===== config.mk =====
export PLATFORM = sky130hd
export DESIGN_NAME = lector_destinos
export DESIGN_NICKNAME = d
export VERILOG_FILES = /design/src/rtl/lector_destinos_pkg.sv /design/src/rtl/lector_destinos_arbitro_rr.sv /design/src/rtl/lector_destinos.sv
export SDC_FILE = /design/constraint.sdc
export NUM_CORES = 1
export LEC_CHECK = 0
export BUFFER_PORTS_ARGS = -buffer_cell sky130_fd_sc_hd__buf_2
export CORE_AREA = 2 2 66 68
export DETAILED_ROUTE_END_ITERATION = 6
export DIE_AREA = 0 0 68 70
export HOLD_SLACK_MARGIN = 0.06
export PLACE_DENSITY_LB_ADDON = 0.1
export SLEW_MARGIN = 20
export SYNTH_ARGS = -nofsm -noshare
export SYNTH_HDL_FRONTEND = slang
export SYNTH_SLANG_ARGS = --single-unit

===== constraint.sdc =====
create_clock -name clk -period 5.4 [get_ports clk]
set_input_delay 0.54 -clock clk [delete_from_list [all_inputs] [get_ports clk]]
set_output_delay 0.54 -clock clk [all_outputs]
set_load 0.01 [all_outputs]

===== src/rtl/lector_destinos_pkg.sv =====
// ---------------------------------------------------------------------------
// lector_destinos_pkg: state encoding and word field layout shared by the egress reader. Rev 1.0
// ---------------------------------------------------------------------------
`default_nettype none

package lector_destinos_pkg;

  localparam int BUS_WIDTH_DEF = 6;
  localparam int VC_BIT        = 5;
  localparam int DEST_BIT      = 4;
  localparam int DATA_MSB      = 3;
  localparam int DATA_LSB      = 0;

  typedef enum logic [2:0] {
    ST_RESET  = 3'd0,
    ST_INIT   = 3'd1,
    ST_IDLE   = 3'd2,
    ST_ACTIVE = 3'd3,
    ST_ERROR  = 3'd4
  } estado_t;

  // D0 must carry DEST=0 and D1 must carry DEST=1.
  function automatic logic dest_mismatch(input logic from_d1, input logic dest_bit);
    return dest_bit != from_d1;
  endfunction

endpackage

`default_nettype wire


===== src/rtl/lector_destinos_arbitro_rr.sv =====
// ---------------------------------------------------------------------------
// arbitro_rr: 2-way round-robin grant with a last-served pointer. Rev 1.0
// ---------------------------------------------------------------------------
`default_nettype none

module arbitro_rr (
  input  logic clk,
  input  logic rst_n,
  input  logic clr_i,
  input  logic en_i,
  input  logic req0_i,
  input  logic req1_i,
  output logic gnt0_o,
  output logic gnt1_o
);

  // last_q = 1 means D1 was served last, so D0 wins the next tie.
  logic last_q;

  assign gnt0_o = en_i & req0_i & (~req1_i | last_q);
  assign gnt1_o = en_i & req1_i & (~req0_i | ~last_q);

  always_ff @(posedge clk or negedge rst_n) begin
    if (!rst_n) begin
      last_q <= 1'b1;
    end else if (clr_i) begin
      last_q <= 1'b1;
    end else if (gnt0_o) begin
      last_q <= 1'b0;
    end else if (gnt1_o) begin
      last_q <= 1'b1;
    end
  end

endmodule

`default_nettype wire


===== src/rtl/lector_destinos.sv =====
// ---------------------------------------------------------------------------
// lector_destinos: egress reader draining the D0/D1 destination FIFOs. Rev 1.0
// ---------------------------------------------------------------------------
`default_nettype none

module lector_destinos
  import lector_destinos_pkg::*;
#(
  parameter int BUS_WIDTH = BUS_WIDTH_DEF,
  parameter int CNT_WIDTH = 5
) (
  input  logic                 clk,
  input  logic                 reset_L,
  input  logic                 init,
  input  logic                 fifo_empty_d0,
  input  logic                 fifo_empty_d1,
  input  logic [BUS_WIDTH-1:0] data_d0,
  input  logic [BUS_WIDTH-1:0] data_d1,
  input  logic                 pausa_out,
  output logic                 pop_d0,
  output logic                 pop_d1,
  output logic [BUS_WIDTH-1:0] data_out,
  output logic                 valid_out,
  output logic [CNT_WIDTH-1:0] cont_d0,
  output logic [CNT_WIDTH-1:0] cont_d1,
  output logic                 idle_out,
  output logic                 active_out,
  output logic                 error_out
);

  localparam logic [CNT_WIDTH-1:0] CNT_MAX = '1;

  estado_t                state_q, state_d;
  logic [BUS_WIDTH-1:0]   data_q;
  logic                   valid_q, idle_q, active_q, error_q;
  logic [CNT_WIDTH-1:0]   cont_d0_q, cont_d1_q;
  logic                   pop_any, mismatch, clr_ptr;
  logic [BUS_WIDTH-1:0]   word_sel;

  arbitro_rr u_arbitro (
    .clk    (clk),
    .rst_n  (reset_L),
    .clr_i  (clr_ptr),
    .en_i   ((state_q == ST_ACTIVE) & ~pausa_out),
    .req0_i (~fifo_empty_d0),
    .req1_i (~fifo_empty_d1),
    .gnt0_o (pop_d0),
    .gnt1_o (pop_d1)
  );

  assign pop_any  = pop_d0 | pop_d1;
  assign word_sel = pop_d1 ? data_d1 : data_d0;
  assign mismatch = (pop_d0 & dest_mismatch(1'b0, data_d0[DEST_BIT])) |
                    (pop_d1 & dest_mismatch(1'b1, data_d1[DEST_BIT]));
  // Re-initialisation also restarts arbitration with D0 first, as after reset.
  assign clr_ptr  = (state_d == ST_INIT);

  always_comb begin
    state_d = state_q;
    case (state_q)
      ST_RESET:  state_d = ST_INIT;
      ST_INIT:   state_d = ST_IDLE;
      ST_IDLE:   if (!fifo_empty_d0 || !fifo_empty_d1) state_d = ST_ACTIVE;
      ST_ACTIVE: begin
        if (mismatch)                          state_d = ST_ERROR;
        else if (fifo_empty_d0 && fifo_empty_d1) state_d = ST_IDLE;
      end
      ST_ERROR:  state_d = ST_ERROR;
      default:   state_d = ST_INIT;
    endcase
    if (init) state_d = ST_INIT;
  end

  always_ff @(posedge clk or negedge reset_L) begin
    if (!reset_L) begin
      state_q   <= ST_RESET;
      data_q    <= '0;
      valid_q   <= 1'b0;
      idle_q    <= 1'b0;
      active_q  <= 1'b0;
      error_q   <= 1'b0;
      cont_d0_q <= '0;
      cont_d1_q <= '0;
    end else begin
      state_q  <= state_d;
      idle_q   <= (state_d == ST_IDLE);
      active_q <= (state_d == ST_ACTIVE);
      error_q  <= (state_d == ST_ERROR);
      valid_q  <= pop_any;
      if (pop_any) data_q <= word_sel;
      if (state_d == ST_INIT) begin
        cont_d0_q <= '0;
        cont_d1_q <= '0;
      end else begin
        if (pop_d0 && cont_d0_q != CNT_MAX) cont_d0_q <= cont_d0_q + CNT_WIDTH'(1);
        if (pop_d1 && cont_d1_q != CNT_MAX) cont_d1_q <= cont_d1_q + CNT_WIDTH'(1);
      end
    end
  end

  assign data_out   = data_q;
  assign valid_out  = valid_q;
  assign idle_out   = idle_q;
  assign active_out = active_q;
  assign error_out  = error_q;
  assign cont_d0    = cont_d0_q;
  assign cont_d1    = cont_d1_q;

endmodule

`default_nettype wire


# ---- Word level (Yosys, flattened, before mapping)
# Cells that the tools add are included.
# W data, S select, Z words.
dict set report classes {
  n_eq_ne 10
  n_reduce_logical 9
  n_addsub 2
  bitwise 16
  mux 13
}
# op n
set op_table {}
lappend op_table {{$mux W5} 4}
lappend op_table {{$eq A3 B2 Y1 const B} 4}
lappend op_table {{$mux W3} 4}
lappend op_table {{$pmux W3 S4} 1}
lappend op_table {{$add A5 B1 Y5 const B} 2}
lappend op_table {{$ne A5 B5 Y1 const B} 2}
lappend op_table {{$and A1 B1 Y1} 7}
lappend op_table {{$eq A3 B1 Y1 const B} 2}
lappend op_table {{$eq A3 B3 Y1 const B} 2}
lappend op_table {{$mux W6} 1}
lappend op_table {{$not A1 Y1} 5}
lappend op_table {{$or A1 B1 Y1} 4}
lappend op_table {{$reduce_bool A2 Y1} 2}
lappend op_table {{$logic_and A1 B1 Y1} 3}
lappend op_table {{$mux W1} 3}
lappend op_table {{$reduce_bool A3 Y1} 1}
lappend op_table {{$logic_not A1 Y1} 2}
lappend op_table {{$logic_or A1 B1 Y1} 1}
dict set report totals {
  input_bits 18
  regBits 24
  output_inout_bits 22
  wordCells 59
}

# ---- Depth between registers and ports, before layout
dict set report depth {
  depth_word 11
  ltp_mapped 7
  mapped_depth_nobuf 7
}

# ---- Hierarchy
# From an unflattened synthesis, not the netlist that was laid out.
dict set report unflattened {
  hier_cells 112
  hier_area_um2 1182.4
}
# mod area_per_inst_um2 seq_area_each_um2 n_inst cells_each
set modules_own_cells {}
lappend modules_own_cells {lector_destinos 1117.3 575.6 1 104}
lappend modules_own_cells {arbitro_rr 65.1 26.3 1 8}

# ---- Worst setup path before layout
# OpenSTA, ideal clock, no wires.
dict set report synth_timing {
  kind {flip-flop to flip-flop}
  startpoint {register cont_d1_q[0] (netlist: cont_d1[0])}
  endpoint {register cont_d1_q[3] (netlist: cont_d1[3])}
  arrival_ns 1.770
  setup_time_ns 0.077
  stages_incl_launch_ff 8
  n_path_buf 0
  slack_ns 3.553
  required_ns 5.323
  synth_period_minus_slack_ns 1.847
  cell_sequence {dfrtp_1 > ha_1 > and3_1 > ha_1 > nor2_1 > nand3_4 > or3_1 > a21oi_1}
}
dict set report synth_between {
  elab_chain_cells 3
  word_cells_on_any_way 6
  cone_classes {1 x add/sub; 1 x eq/ne; 2 x mux; 2 x reduce/logical}
}
# element line
set synth_lines {}
lappend synth_lines {{start: declaration} lector_destinos.sv:36} ;# logic [CNT_WIDTH-1:0] cont_d0_q, cont_d1_q;
lappend synth_lines {{start signal: assignment} lector_destinos.sv:96} ;# if (pop_d1 && cont_d1_q != CNT_MAX) cont_d1_q <= cont_d1_q + CNT_WIDTH'(1);
lappend synth_lines {{$add A5 B1 Y5 / $ne A5 B5 Y1 (equally long branches)} lector_destinos.sv:96}
lappend synth_lines {{$mux W5 / $logic_and A1 B1 Y1 (equally long branches)} lector_destinos.sv:96}
lappend synth_lines {{$mux W5 / $reduce_bool A2 Y1 (equally long branches)} -}
# Parallel ways exist; a longest one is shown, timed or not. The select of a mux whose other input is x is not followed.
# A chain may end at the register's enable or synchronous reset.

# ---- Worst setup path in the final report
dict set report layout_timing {
  startpoint {register state_q[2]}
  endpoint {output port pop_d0}
}
dict set report layout_between {
  elab_chain_cells 4
}
# element line
set layout_lines {}
lappend layout_lines {{start: declaration} lector_destinos.sv:33} ;# estado_t state_q, state_d;
lappend layout_lines {{start signal: assignment} lector_destinos.sv:85} ;# state_q <= state_d;
lappend layout_lines {{$eq A3 B2 Y1} lector_destinos.sv:44} ;# .en_i ((state_q == ST_ACTIVE) & ~pausa_out),
lappend layout_lines {{$and A1 B1 Y1} lector_destinos.sv:44}
lappend layout_lines {{$and A1 B1 Y1 (2 in a row)} lector_destinos_arbitro_rr.sv:20} ;# assign gnt0_o = en_i & req0_i & (~req1_i | last_q);
lappend layout_lines {{end: declaration} lector_destinos.sv:20} ;# output logic pop_d0,
# No other way between the ends.

==> impl.org <==
** Cells and area
- ANT cells :: 0
- Area of the multi-input gates :: 557 um^2
- Fill count :: 446
- Of the cells placed in the final design, the portion with a size suffix greater than 1 is 33.1%.
- Area overhead of the layout relative to synthesis :: 25.9%
- After the last flow step, the layout net total stands at 174.
- Measured on the finished design, the core utilization comes to 35.8%.
- Register area :: 602 um^2

** Worst setup path
- STA classifies the critical path endpoint as an output port.
- Critical Path Fanout Max :: 13
- Walking the worst path, the cells encountered are nand4bb_1, nor2_1, buf_2.
- Grouping stages by cell kind, the critical path spends the most delay in simple AND/OR/NAND/NOR gates.
- Type of origin of the critical path :: flip-flop
- For the worst setup path, the data arrival time is 1.70 ns.
- Crit path buffers/inverters :: 1
- Critical Path Slowest Stage Cell :: sky130_fd_sc_hd__nand4bb_1
- Critical register-to-register path startpoint :: state_q[2]
- Start point of the critical path :: state_q[2]
- STA puts the critical path data required time at 4.86 ns.
- Critical path type :: reg -> out
- For this run, the slowest stage of the critical path takes about 0.61 ns.

** Hold path
- The tightest min-delay check is of the in -> async type.

** STA
- Setup violations remaining at the end of the flow were counted as 0.
- Number of hold violations in the final report :: 0
- Setup ws final :: 3.16 ns
- The clock arrives with 0.00224 ns of skew.
- Count of final max-slew check failures :: 0
- In this run the tightest slew margin relative to its limit is between 50% and 60%.
- Setup total negative slack :: 0 ns
- Clock period minus worst slack :: around 2.2 ns
- Fin crit share :: 41.5%
- Timing would allow up to 446 MHz.
- Unrepaired setup endpoints after global routing :: no
- Slew at the pin closest to its max-slew limit :: 0.612 ns

** Synthesis
- Biggest area contributors in the synthesized netlist :: sky130_fd_sc_hd__dfrtp_1, sky130_fd_sc_hd__nor2_1, sky130_fd_sc_hd__ha_1
- Register bit total from synthesis :: 24
- For this run, the register share of the synthesized area comes to between 50% and 60%.
- Post-synth top area share :: 48.8%
- Average cell area after synthesis :: 10.7 um^2
- Post-synth design cell area :: roughly 0.0012 mm^2
- Synthesis produced a netlist with a net count of 132.
- Yosys top cell by area :: sky130_fd_sc_hd__dfrtp_1
- Library cells used by synthesis :: 35
- Commonest cells in the netlist :: sky130_fd_sc_hd__dfrtp_1, sky130_fd_sc_hd__nor2_1, sky130_fd_sc_hd__nand2_1
- Counting flops with a built-in enable in the synthesized netlist gives 0.
- The Yosys step of the flow raised 0 warnings.
- For this run, asynchronously set or reset flops after synthesis account for 100%.
- Synthesis handed over a netlist of 110 instances.
- Among all flip-flop cells after synthesis, the most frequent one is sky130_fd_sc_hd__dfrtp_1.
- Yosys instantiated no cell more often than sky130_fd_sc_hd__dfrtp_1.

** Clock network
- Number of H-tree levels :: 1
- For the worst-skew pair, the clock arrives at the later sink with an insertion delay of 0.26 ns.
- The clock passes through at most 2 buffers.
- Library cell used as clock root buffer :: sky130_fd_sc_hd__clkbuf_8
- Sink count of the clock tree :: 24
- Clock tree from TritonCTS :: yes
- Post-CTS Setup Bufs :: 0
- In this run, CTS created clock tree buffers numbering 3.
- Count of hold buffers inserted by post-cts repair :: 0
- Gates resized during post-CTS repair numbered 0.
- Clk pin slew, worst setup/hold paths :: 0.08 ns

** Placed design
- Before CTS, the worst setup slack after placement is 3.22 ns.
- Routability-driven placement finished with a final weighted congestion of between 0.7 and 0.8.
- Post-DP HPWL :: 2010 um
- Number of buffer cells added on primary ports :: 39

** Global route
- Global routing used 12.0% of the available tracks across all layers.
- The first global-routing pass estimated ~4400 um of wire.
- Global route total overflow :: 0
- The via count of the first global-routing pass was 952.
- Largest net degree at the start of global routing :: 25
- The number of antenna violations at the first check in global routing came to 0.

** Job
- Max-cap check violation count :: 0

** Die
- The die covers 0.00476 mm^2.
- Die Y :: about 70 um
- After floorplanning, the core was sized to cover 0.00414 mm^2.
- Width of the die :: 68 um
- For this configuration, the core starts out at a cell density of 28.5%.
- 40 I/O pins were placed.
- # rows :: 24

** Drt
- DR vias :: between 900 and 1000
- Summed over all layers, the routed wires come to between 2000 and 3000 um.
- DRC violation total after the first TritonRoute iteration :: between 40 and 50
- The first detailed-routing pass ran for 3 iterations.
- # DRC :: 0
- In the final routed layout, each cell accounts on average for 12.9 um.
- The count of nets left with antenna violations once routing finished came out at 0.
- Number of vias per cell after detailed routing :: 4.67

** Pwr
- Worst-case vdd ir drop :: between 80 and 90 uV
- Dividing total power by cell area gives a power density of 277 mW/mm^2.
- In this run the static leakage power is roughly 0.75 nW.

** Run status
- Result of the run :: complete, no violations
==> logic make-up after synthesis <==
family / share of synthesized area, %
buf+inv: 1.80
mux: 3.39
simple gates: 21.2
flops: 51.0
compound gates: 13.9
fa+ha+maj: 4.24
xor+xnor: 4.45
==> cell usage in the layout (no fill, tap or decap), drive strengths merged, types with 2 or more instances in the layout <==
cell / Yosys / layout
xor2: 2 / 2
nand2b: 5 / 5
clkbuf: 0 / 4
inv: 3 / 3
and3: 2 / 2
o21ai: 7 / 7
ha: 4 / 4
nor2: 18 / 18
xnor2: 4 / 4
dfrtp: 23 / 23
nor4: 2 / 2
nand2: 8 / 8
mux2i: 4 / 4
buf: 2 / 39
nand3: 3 / 3
a2111oi: 2 / 2
a22oi: 7 / 7
==> sequential cells by signal, summed over array words and instances, names as in the netlist <==
| name | flops |
|---|---|
| state_q | 3 |
| error_out | 1 |
| active_out | 1 |
| data_out | 6 |
| valid_out | 1 |
| u_arbitro.last_q | 1 |
| cont_d1 | 5 |
| idle_out | 1 |
| cont_d0 | 5 |
==> final timing paths <==
kind	end	slack, ns	depth (start not counted)
min in group clk	state_q[2]	0.48	2
min reg2reg	data_out[0]	0.48	2
max reg2reg	cont_d0[1]	3.45	4
max in group asynchronous	u_arbitro.last_q	4.78	1
max	pop_d0	3.16	3
min	data_out[5]	0.26	1
==> final cells by class <==
| type | count | share of cell area (%) |
|---|---|---|
| Timing Repair Buffer | 39 | 13.1 |
| Clock buffer | 4 | 3.71 |
| Sequential cell | 24 | 40.5 |
| Inverter | 3 | 0.758 |
| Multi-Input combinational cell | 81 | 37.5 |
| Tap cell | 52 | 4.38 |
==> per-stage QoR <==
| stage | instance area [um^2] | total power, W | cells | hold slack, ns |
|---|---|---|---|---|
| finish | 1490 | 0.000411 | 203 | 0.256 |
| CTS | 1490 | 0.000421 | 203 | 0.276 |
| detailed placement | 1430 | 0.000298 | 199 | 0.477 |
| floorplan | 1180 | 0.000259 | 110 | 0.244 |
| global route | 1490 | 0.000441 | 203 | 0.297 |
| global placement | 1430 | 0.000296 | 199 | 0.470 |
==> routing by layer <==
layer  global-route usage (%)  part of all wire [%]  routed length (um)
met4                     4.00                  0.88                  23
met1                     15.2                    46                1210
met3                     2.09                   7.2                 188
met5                        0                     0                   0
met2                     20.1                    46                1200
==> power breakdown <==
part	internal (W)	switching [W]
Sequential	0.000199	0.0000113
Combinational	0.0000342	0.0000466
Clock	0.0000649	0.0000547
Total	0.000298	0.000113
(Power assumes the default switching activity.)
